## config.mk

```make
export PLATFORM = sky130hd
export DESIGN_NAME = bus_responder
export DESIGN_NICKNAME = d
export VERILOG_FILES = /design/src/rtl/twoq_pkg.sv /design/src/rtl/bus_responder_resp_fifo.sv /design/src/rtl/bus_responder.sv
export SDC_FILE = /design/constraint.sdc
export NUM_CORES = 1
export LEC_CHECK = 0
export CORE_AREA = 2 2 97 99
export DETAILED_ROUTE_END_ITERATION = 10
export DIE_AREA = 0 0 99 101
export GPL_ROUTABILITY_DRIVEN = 0
export PLACE_DENSITY_LB_ADDON = 0.25
export SLEW_MARGIN = 10
export SYNTH_ARGS = -nofsm -noshare
export SYNTH_HDL_FRONTEND = slang
export SYNTH_HIERARCHICAL = 1
export SYNTH_SLANG_ARGS = --single-unit
```

## constraint.sdc

```tcl
create_clock -name clock -period 2 [get_ports clock]
set_input_delay 0.4 -clock clock [delete_from_list [all_inputs] [get_ports clock]]
set_output_delay 0.4 -clock clock [all_outputs]
set_load 0.005 [all_outputs]
```

## src/rtl/twoq_pkg.sv

```systemverilog
// twoq_pkg: shared types and response-FIFO entry layout for the two-queue request bus.
// Entry layout, MSB to LSB: {src, addr, data}.
package twoq_pkg;

    typedef enum logic [1:0] {R_IDLE, R_WAIT, R_RESP} resp_states;

    localparam int DATA_LSB = 0;

    function automatic int addr_lsb(input int dw);
        return dw;
    endfunction

    function automatic int src_bit(input int w, input int dw);
        return w + dw;
    endfunction

    function automatic int entry_w(input int w, input int dw);
        return w + dw + 1;
    endfunction

endpackage

```

## src/rtl/bus_responder_resp_fifo.sv

```systemverilog
// resp_fifo: pending-read FIFO with registered count; push and pop may share an edge at any fill level.
module resp_fifo #(
    parameter int EW       = 7,
    parameter int DEPTH    = 4,
    parameter int LOGDEPTH = 2
) (
    input  logic                clock,
    input  logic                reset_n,
    input  logic                push,
    input  logic                pop,
    input  logic [EW-1:0]       din,
    output logic [EW-1:0]       dout,
    output logic [LOGDEPTH:0]   count,
    output logic                full,
    output logic                empty
);

    logic [EW-1:0]       mem_q [DEPTH];
    logic [LOGDEPTH-1:0] head_q, head_d, tail_q, tail_d;
    logic [LOGDEPTH:0]   count_q, count_d;

    always_comb begin
        head_d  = !pop ? head_q : head_q == LOGDEPTH'(DEPTH - 1) ? '0 : head_q + 1'b1;
        tail_d  = !push ? tail_q : tail_q == LOGDEPTH'(DEPTH - 1) ? '0 : tail_q + 1'b1;
        count_d = count_q + (LOGDEPTH + 1)'(push) - (LOGDEPTH + 1)'(pop);
    end

    always_ff @(posedge clock or negedge reset_n) begin
        if (!reset_n) begin
            head_q  <= '0;
            tail_q  <= '0;
            count_q <= '0;
        end else begin
            head_q  <= head_d;
            tail_q  <= tail_d;
            count_q <= count_d;
        end
    end

    // Storage is only read once count says the slot is valid, so it needs no reset.
    always_ff @(posedge clock) begin
        if (push) mem_q[tail_q] <= din;
    end

    assign dout  = mem_q[head_q];
    assign count = count_q;
    assign full  = count_q == (LOGDEPTH + 1)'(DEPTH);
    assign empty = count_q == '0;

endmodule

```

## src/rtl/bus_responder.sv

```systemverilog
// bus_responder: target end of the two-queue bus; versioned memory model with fixed-latency read responses.
module bus_responder
    import twoq_pkg::*;
#(
    parameter int WIDTH    = 2,
    parameter int DWIDTH   = 4,
    parameter int DEPTH    = 4,
    parameter int LOGDEPTH = 2,
    parameter int LATENCY  = 2
) (
    input  logic                clock,
    input  logic                reset_n,
    input  logic                req_valid,
    input  logic                req_isread,
    input  logic                req_src,
    input  logic [WIDTH-1:0]    req_addr,
    input  logic                resp_ready,
    output logic                req_busy,
    output logic                resp_valid,
    output logic                resp_src,
    output logic [WIDTH-1:0]    resp_addr,
    output logic [DWIDTH-1:0]   resp_data,
    output logic                overflow,
    output logic [LOGDEPTH:0]   outstanding
);

    localparam int EW = entry_w(WIDTH, DWIDTH);
    localparam int AL = addr_lsb(DWIDTH);
    localparam int SB = src_bit(WIDTH, DWIDTH);
    localparam int CW = $clog2(LATENCY + 1);

    logic [DWIDTH-1:0] ver_q [2**WIDTH];
    logic [DWIDTH-1:0] ver_d [2**WIDTH];
    resp_states        state_q, state_d;
    logic [CW-1:0]     cnt_q, cnt_d;
    logic [EW-1:0]     resp_q, resp_d, head;
    logic              overflow_q, overflow_d;
    logic              push, pop, full, empty;
    logic [LOGDEPTH:0] count;

    // Data is captured at acceptance, so later writes never leak into a pending read.
    assign push = req_valid & req_isread & !full;

    resp_fifo #(.EW(EW), .DEPTH(DEPTH), .LOGDEPTH(LOGDEPTH)) u_fifo (
        .clock   (clock),
        .reset_n (reset_n),
        .push    (push),
        .pop     (pop),
        .din     ({req_src, req_addr, ver_q[req_addr]}),
        .dout    (head),
        .count   (count),
        .full    (full),
        .empty   (empty)
    );

    always_comb begin
        ver_d = ver_q;
        if (req_valid && !req_isread) ver_d[req_addr] = ver_q[req_addr] + 1'b1;
        overflow_d = overflow_q | (req_valid & req_isread & full);
        cnt_d      = pop ? CW'(LATENCY) : state_q == R_WAIT ? cnt_q - 1'b1 : cnt_q;
        resp_d     = pop ? head : resp_q;
    end

    always_ff @(posedge clock or negedge reset_n) begin
        if (!reset_n) begin
            ver_q      <= '{default: '0};
            cnt_q      <= '0;
            resp_q     <= '0;
            overflow_q <= 1'b0;
        end else begin
            ver_q      <= ver_d;
            cnt_q      <= cnt_d;
            resp_q     <= resp_d;
            overflow_q <= overflow_d;
        end
    end

    always_ff @(posedge clock or negedge reset_n) begin
        if (!reset_n) state_q <= R_IDLE;
        else          state_q <= state_d;
    end

    always_comb begin
        state_d = state_q;
        case (state_q)
            R_IDLE:  state_d = empty ? R_IDLE : R_WAIT;
            R_WAIT:  state_d = cnt_q == CW'(1) ? R_RESP : R_WAIT;
            R_RESP:  state_d = !resp_ready ? R_RESP : empty ? R_IDLE : R_WAIT;
            default: state_d = R_IDLE;
        endcase
    end

    // Popping straight out of R_RESP keeps responses back-to-back without an idle cycle.
    always_comb begin
        resp_valid = state_q == R_RESP;
        pop        = !empty && (state_q == R_IDLE || (state_q == R_RESP && resp_ready));
    end

    assign resp_src    = resp_q[SB];
    assign resp_addr   = resp_q[AL +: WIDTH];
    assign resp_data   = resp_q[DATA_LSB +: DWIDTH];
    assign req_busy    = full;
    assign overflow    = overflow_q;
    assign outstanding = count + (LOGDEPTH + 1)'(state_q != R_IDLE);

endmodule

```

==> impl_results.md, run 1 <==
* Status: finished clean
* Synthesis Warnings at 6
* Vias/cell at 4.44
* Largest net degree at the start of global routing at 36
* First-pass GRT wire length at 8.25 mm
* CTS Buf Count at 9
* P_leak at 1.39 nW
* Util after Layout at 38.9%
* Fill count at 830
* Most frequent cells in the layout: dfrtp_1 (34), edfxtp_1 (28), buf_4 (27)
* Startpoint types: register
* Sequential cell area fraction in the yosys report at 63.0%
* Synthesized net count at 194
* GR Overflow Total at 0
* Design area at 3490 sq um
* Slew headroom at 63.4%
* Worst Path Required at 1.60 ns
* Die height at 101 um
* Starting DRT DRC Count at 61
* Peak VDD IR at 0.424 mV
* Wire length per cell at 13.8 um
* Final Net Count at 248
* Ys async rst share at 55.6%
* Critical setup path kind: register to output port
* Die width at 99 um
* Critical path capture point type: output port
* Buffers on Ports at 20
* CTS sink count at 63
* Vias at 1526
* DP Wirelength at 3.43 mm
* Pwr dens at 1420 nW/um^2
* CTS root buf: clkbuf_8
* Synthesized area at 2730 sq um
* Initial Util at 30.4%
* Unrepaired setup endpoints after global routing: yes
* Max-cap violations at 0
* Register-to-Register Path Depth at 7
* Worst Tran Pin Value at 0.549 ns
* Unique masters post-synth at 36
* Vias in the first global route at 1597
* Area after DPL at 3250 sq um
* I/O pins at 21
* DIE AREA at 10000 sq um
* Clk_lat worst skew at 0.34 ns
* Post-synth EDFFs at 28
* Clk buf depth at 2
* Area growth, synth to finish at 28.1%
* Rows at 35
* CP max FO at 2
* Minimum clock period at 1.93 ns
* TritonCTS clock tree: built
* Final setup fails at 0
* Mapped Cells at 174
* Post-route antenna net violation count at 0
* Reg clk slew, reported paths at 0.07 ns
* Final Hold Vio Count at 0
* Fraction of layout cells with a size suffix above 1 at 37.8%
* Synth Flop Type: dfrtp_1
* R2r setup slk at 0.13 ns
* Area occupied by multi-input gates at 986 sq um
* Slew Limit Fails at 0
* Clk_skew at 0.00736 ns
* Max Clock Freq at 0.519 GHz
* Fin crit share at 96.3%
* Reg area at 1720 sq um
* Synth Register Bits at 63
* Pre-antenna DRT Iters at 4
* DR DRC count at 0
* Initial antenna violation count at 0
* Critical Path AT at 1.53 ns
* Syn avg cell area at 15.7 sq um
* Core area at 8980 sq um
* Ant diodes at 0
* H-tree depth at 3
* All-layer global routing usage at 11.1%
* Routed wire length at 4.75 mm
* Hold Path Class: input port to async pin
* Commonest non-fill, non-tap cell in the layout: dfrtp_1
-- stage by stage --
| stage | total power, mW | setup WS [ns] | instances | hold WS [ns] | TNS (ns) |
|---|---|---|---|---|---|
| CTS | 4.97 | 0.00887 | 342 | 0.109 | 0 |
| global placement | 3.97 | -0.259 | 326 | 0.460 | -4.75 |
| detailed placement | 4.01 | -0.290 | 326 | 0.474 | -4.96 |
| floorplan | 3.21 | 0.0297 | 174 | 0.104 | 0 |
| finish | 4.96 | 0.0740 | 344 | 0.103 | 0 |
| global route | 5.39 | -0.0265 | 344 | 0.135 | -0.0292 |
-- routing by layer --
layer  GRT usage [%]  wire (um)
met5               0          0
met4            4.74         74
met3            3.81        207
met2            17.2       2370
met1            14.1       2100
-- cell usage after synthesis, types with 2 or more instances --
cell,count,area share [%]
a21oi_1,9,1.7
and2_1,4,0.92
buf_2,3,0.55
buf_6,2,0.83
clkbuf_1,2,0.28
dfrtp_1,35,32
edfxtp_1,28,31
ha_1,11,5.1
inv_1,9,1.2
mux2_2,13,5.4
mux4_2,11,9.1
nand2_1,6,0.83
nand2b_1,2,0.46
nor2_1,11,1.5
o21ai_0,5,0.92
o21ai_1,2,0.37
xor2_1,2,0.64
-- report_power, final --
part | switching, mW | internal, mW
Combinational | 0.776 | 1.12
Sequential | 0.288 | 1.82
Clock | 0.505 | 0.448
-- worst paths after layout --
check | to | startpoint
setup / recovery | outstanding[2] | state_q[0]$_DFF_PN0_
hold / removal | u_fifo/tail_q[0]$_DFFE_PN0P_ | reset_n
setup reg to reg | u_fifo/count[2]$_DFF_PN0_ | u_fifo/count[1]$_DFF_PN0_
hold reg to reg | overflow$_DFF_PN0_ | overflow$_DFF_PN0_
max in group asynchronous | u_fifo/count[1]$_DFF_PN0_ | reset_n
min in group clock | overflow$_DFF_PN0_ | overflow$_DFF_PN0_
-- area by class of cell --
type                       instances  share of cell area [%]
sequential                        63                    49.2
timing repair buffer              50                    12.7
clock buffer                       9                    3.55
inverter                           9                   0.967
multi-input combinational         95                    28.2
tap                              111                    3.98
clock inverter                     7                    1.40
-- worst max-delay path: stages, from the launching register on --
cell and delay [ns]:
dfrtp_1 0.38, or2_4 0.26, ha_4 0.16, ha_4 0.15, xor2_1 0.13, buf_2 0.12
-- registers in the layout, indices dropped and copies added, names as in the netlist --
signal and count:
state_q 2, ver_q 16, u_fifo/tail_q 2, u_fifo/count 3
overflow 1, u_fifo/mem_q 28, u_fifo/head_q 2, resp_q 7
cnt_q 2
-- repair_timing --
| action | CTS | global route |
|---|---|---|
| endpoints found under the setup margin | 4 | 9 |
| setup buffers | 0 | 2 |
| pin swaps | 1 | 2 |
| gates resized for setup | 16 | 8 |
| hold buffers | 0 | 0 |
-- cell families (layout without fill, tap and decap cells) --
kind of cell	count (synthesis)	count (layout)	synth area share [%]
flops	63	63	63.0
simple gates	34	34	7.58
mux	24	24	14.5
compound gates	20	20	4.13
buf+inv	16	75	2.89
fa+ha+maj	12	12	5.79
xor+xnor	5	5	2.16
Note: power is estimated with default switching activity, not from simulation.
==> run 2, diff against run 1 <==
- SETUP_SLACK_MARGIN: not set -> 0.4
==> run 2 against run 1 <==
  * Sequential share of layout area down 4.2 points
  * Combinational power up 31%
  * Critical path depth unchanged
  * Die area unchanged
  * First-iteration DRC count down 62%
  * Cell count up 3.2%
  * Non-clock buffer count up 11
  * Worst hold slack worse by 0.080 ns
  * Fmax down 3.1%
  * Count of clock-buffer cells in the layout up 2
  * Via count up 2.8%
  * Critical endpoint unchanged
==> impl_results.md, run 2 (synthesis results as in run 1) <==
* Status: finished clean
* Top Registers: u_fifo/mem_q x28, ver_q x16, resp_q x7
* Fraction of layout cells with a size suffix above 1 at 45.5% (+7.7 points)
* Area after DPL at 3350 sq um (+3.0%)
* Design area at 3820 sq um (+9.4%)
* GR Overflow Total at 0 (unchanged)
* Peak VDD IR at 0.376 mV (-11%)
* Critical setup path kind: register to output port
* I/O pins at 21 (unchanged)
* Commonest non-fill, non-tap cell in the layout: dfrtp_1
* Largest register by flop count: u_fifo/mem_q
* Initial antenna violation count at 0 (unchanged)
* P_leak at 1.57 nW (+13%)
* Pre-antenna DRT Iters at 4 (unchanged)
* Starting DRT DRC Count at 23 (-62%)
* Final WS setup at 0.0130 ns (-0.0610 ns)
* Most frequent cells in the layout: dfrtp_1 (33), buf_4 (29), edfxtp_1 (28)
* Ant diodes at 0 (unchanged)
* Area occupied by multi-input gates at 1100 sq um (+12%)
* Hold_ws at 0.0232 ns (-0.0797 ns)
* Fin crit share at 99.3% (+3.0 points)
* Worst Tran Pin Value at 0.480 ns (-0.0684 ns)
* Core area at 8980 sq um (unchanged)
* Post-route antenna net violation count at 0 (unchanged)
* First-pass GRT wire length at 8.56 mm (+3.8%)
* All-layer global routing usage at 11.3% (+0.28 points)
* Final Net Count at 259 (+4.4%)
* Util after Layout at 42.5% (+3.6 points)
* Vias in the first global route at 1697 (+6.3%)
* Reg area at 1720 sq um (about the same)
* Buffers on Ports at 20 (unchanged)
* Initial Util at 30.4% (unchanged)
* Final Hold Vio Count at 0 (unchanged)
* CTS root buf: clkbuf_8
* Fill count at 788 (-5.1%)
* Placement Setup Slack at -0.329 ns (-0.0388 ns)
* Vias at 1569 (+2.8%)
* Setup TNS at 0 ns (unchanged)
* Die width at 99 um (unchanged)
* Critical path capture point type: output port
* Minimum clock period at 1.99 ns (+0.0610 ns)
* Max Clock Freq at 0.503 GHz (-3.1%)
* Max reg flops at 28 (unchanged)
* Reg clk slew, reported paths at 0.07 ns (about the same)
* DIE AREA at 10000 sq um (unchanged)
* Area growth, synth to finish at 40.1%
* CTS sink count at 63 (unchanged)
* Unrepaired setup endpoints after global routing: yes
* Clk_lat worst skew at 0.33 ns (about the same)
* Clk_skew at 0.00733 ns (-0.0000366 ns)
* CTS Buf Count at 9 (unchanged)
* H-tree depth at 3 (unchanged)
* DP Wirelength at 3.47 mm (+1.3%)
* CP max FO at 2 (unchanged)
* Die height at 101 um (unchanged)
* DR DRC count at 0 (unchanged)
* Max-cap violations at 0 (unchanged)
* Wire length per cell at 14.4 um (+4.7%)
* Startpoint types: register
* Clk buf depth at 2 (unchanged)
* Slew Limit Fails at 0 (unchanged)
* TritonCTS clock tree: built
* Largest net degree at the start of global routing at 19 (-47%)
* Rows at 35 (unchanged)
* # hold bufs at CTS at 0 (unchanged)
* Hold Path Class: input port to async pin
* Routed wire length at 5.13 mm (+8.0%)
* Worst Path Required at 1.60 ns (about the same)
* Final setup fails at 0 (unchanged)
* Pwr dens at 1530 nW/um^2 (+7.9%)
* Slew headroom at 68.0% (+4.6 points)
* Vias/cell at 4.42 (-0.37%)
* Critical Path AT at 1.59 ns (+0.06 ns)
## run 2: timing repair
action,in CTS,in global routing
cloned,1,0
setup endpoints to repair,75,29
setup buffers,9,4
gates resized for setup,56,14
pin swaps,1,1
## run 2: metrics by stage
| step | std cells | total power, mW |
|---|---|---|
| 2_1_floorplan | 174 | 3.38 |
| 3_3_place_gp | 325 | 4.11 |
| 3_5_place_dp | 325 | 4.17 |
| 4_1_cts | 351 | 5.77 |
| 5_1_grt | 355 | 6.27 |
| 6_report | 355 | 5.85 |
## run 2: critical path: stages, from the launching register on
cell     delay, ns
dfrtp_1       0.40
or2_4         0.26
ha_4          0.16
ha_4          0.15
xor2_1        0.15
buf_2         0.14
## run 2: power breakdown
group          internal, mW  switching [mW]
sequential             1.83           0.285
clock                 0.767           0.491
combinational          1.52           0.960
total                  4.11            1.74
## run 2: worst paths after layout
kind                       cells after the start                           end                      start  slack, ns
min in group clock                             2            overflow$_DFF_PN0_                  req_valid       0.45
hold reg to reg                                1            overflow$_DFF_PN0_         overflow$_DFF_PN0_       0.48
hold / removal                                 1  u_fifo/tail_q[1]$_DFFE_PN0P_                    reset_n       0.02
setup reg to reg                               8     u_fifo/count[2]$_DFF_PN0_  u_fifo/count[0]$_DFF_PN0_       0.08
max in group asynchronous                      2         resp_q[4]$_DFFE_PN0P_                    reset_n       1.52
setup / recovery                               5                outstanding[2]       state_q[0]$_DFF_PN0_       0.01
## run 2: routing by layer
layer | track usage [%] | wire length [um]
met1 | 13.5 | 2210
met2 | 19.2 | 2710
met3 | 2.50 | 114
met4 | 6.01 | 99
met5 | 0 | 0
## run 2: cell type report
cell class,count,share of cell area (%)
sequential,63,45.0
tap,111,3.64
inverter,9,0.950
clock inverter,5,2.10
timing repair buffer,61,15.5
clock buffer,11,3.96
multi-input combinational,95,28.9
==> run 3, diff against run 2 <==
- CORE_AREA: 2 2 97 99 -> 2 2 86 88
- DIE_AREA: 0 0 99 101 -> 0 0 88 90
==> run 3 against run 2 <==
  * First-iteration DRC count rose to 2.9 times the previous value
  * Core utilization rose by 11 points
  * Cell area fell by 1.3%
  * Sequential share of layout area rose by 0.65 points
  * Cell count fell by 3.7%
  * Count of clock-buffer cells in the layout fell by 1
  * Worst hold slack improved by 0.44 ns
  * Wire length rose by 1.5%
  * Power fell by 1.7%
  * Clock power fell by 19%
  * Largest power group unchanged
==> impl_results.md, run 3 (synthesis results as in run 1) <==
* Status: finished clean
* Final WS setup at 0.0323 ns (+0.0193 ns)
* CTS root buf: clkbuf_8
* Die width at 88 um (-11%)
* Vias at 1622 (+3.4%)
* Top Registers: u_fifo/mem_q x28, ver_q x16, resp_q x7
* Ant diodes at 0 (unchanged)
* CTS sink count at 63 (unchanged)
* Critical Path AT at 1.57 ns (-0.02 ns)
* R2r setup slk at 0.06 ns (-0.02 ns)
* Slew Limit Fails at 0 (unchanged)
* Wire length per cell at 15.2 um (+5.3%)
* Hold Path Class: register to register
* Buffers on Ports at 20 (unchanged)
* Clk_skew at 0.00366 ns (-0.00366 ns)
* Pre-antenna DRT Iters at 4 (unchanged)
* H-tree depth at 3 (unchanged)
* Critical path capture point type: output port
* Critical setup path kind: register to output port
* Unrepaired setup endpoints after global routing: yes
* Fill count at 569 (-28%)
* Peak VDD IR at 0.448 mV (+19%)
* Global routing met2 resource utilization at 24.2% (+4.9 points)
* HP Start: overflow$_DFF_PN0_
* Initial antenna violation count at 0 (unchanged)
* P_leak at 1.55 nW (-1.2%)
* Max Clock Freq at 0.508 GHz (+0.98%)
* DR DRC count at 0 (unchanged)
* Placement Setup Slack at -0.317 ns (+0.0114 ns)
* R2R Path Start: state_q[1]$_DFF_PN0_
* Vias in the first global route at 1678 (-1.1%)
* Hold path depth at 1
* DIE AREA at 7920 sq um (-21%)
* Max-cap violations at 0 (unchanged)
* Design area at 3770 sq um (-1.3%)
* Routed wire length at 5.20 mm (+1.5%)
* Hold_ws at 0.466 ns (+0.442 ns)
* First-pass GRT wire length at 8.45 mm (-1.4%)
* All-layer global routing usage at 14.6% (+3.3 points)
* Die height at 90 um (-11%)
* Fraction of layout cells with a size suffix above 1 at 46.5% (+1.0 points)
* Worst Path Required at 1.60 ns (about the same)
* Worst R2R End: u_fifo/count[1]$_DFF_PN0_
* Pwr dens at 1530 nW/um^2 (-0.42%)
* Met3 Use GR at 3.03% (+0.53 points)
* Register-to-Register Path Depth at 8 (unchanged)
* Core area at 7020 sq um (-22%)
* DP Wirelength at 3.51 mm (+1.1%)
* Commonest non-fill, non-tap cell in the layout: dfrtp_1
* Util after Layout at 53.7% (+11 points)
* Worst Hold Endpoint: overflow$_DFF_PN0_
* Slew headroom at 68.7% (+0.67 points)
* Clk buf depth at 2 (unchanged)
* Area after DPL at 3340 sq um (-0.45%)
* Total power at 5.75 mW (-1.7%)
* Worst Tran Pin Value at 0.470 ns (-0.0101 ns)
* Final Net Count at 258 (-0.39%)
* GR Overflow Total at 0 (unchanged)
* # hold bufs at CTS at 0 (unchanged)
* Clk_lat worst skew at 0.34 ns (about the same)
* TritonCTS clock tree: built
* Busiest grt layer: met2
* Starting DRT DRC Count at 67 (+190%)
* I/O pins at 21 (unchanged)
* Post-route antenna net violation count at 0 (unchanged)
* CTS Buf Count at 9 (unchanged)
* Largest register by flop count: u_fifo/mem_q
* Startpoint types: register
* Final Hold Vio Count at 0 (unchanged)
* Max reg flops at 28 (unchanged)
* CP max FO at 2 (unchanged)
* Rows at 31 (-11%)
* Largest net degree at the start of global routing at 36 (+17)
* Minimum clock period at 1.97 ns (-0.0193 ns)
* Vias/cell at 4.74 (+7.3%)
* Initial Util at 38.8% (+8.5 points)
* Final setup fails at 0 (unchanged)
* Reg clk slew, reported paths at 0.06 ns (about the same)
* Area growth, synth to finish at 38.3%
* Most frequent cells in the layout: dfrtp_1 (31), buf_4 (28), edfxtp_1 (28)
* Fin crit share at 98.4% (-0.96 points)
* Met1 usage at 17.3% (+3.9 points)
-- run 3: cell types whose count changed in the layout (fill, tap and decap cells not counted), moves of 2 or more --
| cell | previous run | this run |
|---|---|---|
| inv_4 | 1 | 3 |
| dlygate4sd2_1 | 6 | 4 |
| clkinv_1 | 0 | 3 |
| and2_4 | 0 | 3 |
| dfrtp_1 | 33 | 31 |
| dfrtp_2 | 2 | 4 |
| clkinvlp_4 | 2 | 0 |
| and2_1 | 4 | 1 |
| clkbuf_8 | 11 | 9 |
| dlymetal6s2s_1 | 3 | 5 |
-- run 3: worst max path at each step --
stage / startpoint / end / slack, ns / depth (start not counted)
finish: state_q[1]$_DFF_PN0_ / outstanding[2] / 0.03 / 5
global placement: req_addr[0] / ver_q[1]$_DFFE_PN0P_ / -0.28 / 4
CTS: state_q[1]$_DFF_PN0_ / outstanding[2] / 0.008 / 5
floorplan: u_fifo/count[2]$_DFF_PN0_ / u_fifo/count[2]$_DFF_PN0_ / 0.18 / 8
detailed placement: req_addr[0] / ver_q[9]$_DFFE_PN0P_ / -0.32 / 5
global route: state_q[1]$_DFF_PN0_ / outstanding[2] / -0.02 / 5
-- run 3: per-layer routing --
layer	wire length [um]	share of wire, %
met1	2120	41
met2	2800	54
met3	156	3.0
met4	125	2.4
met5	0	0
-- run 3: critical path, cell delays in order, from the launching register on --
cell	delay, ns
dfrtp_1	0.37
or2_4	0.26
ha_4	0.17
ha_4	0.15
xor2_1	0.15
buf_2	0.13
-- run 3: layout make-up --
type,instances,area [sq um],share of cell area (%)
well taps,99,124,3.29
repair buffers,60,591,15.7
flip-flops and latches,63,1720,45.7
clock inverters,6,51.3,1.36
clock buffers,10,128,3.39
multi-input cells,95,1110,29.5
inverters,9,41.3,1.10
-- run 3: what timing repair did --
action / 4_1_cts / 5_1_grt
buffers inserted: 7 / 5
cloned: 0 / 0
pin swaps: 1 / 2
gates resized for setup: 49 / 33
setup endpoints to repair: 78 / 52
-- run 3: power by group --
part           switching (mW)  internal [mW]
clock                   0.458          0.558
sequential              0.297           1.83
combinational            1.01           1.60
-- run 3: metrics by stage --
step	cells	TNS, ns
floorplan	174	0
global placement	314	-5.00
detailed placement	314	-6.39
CTS	337	0
global route	342	-0.0401
finish	342	0
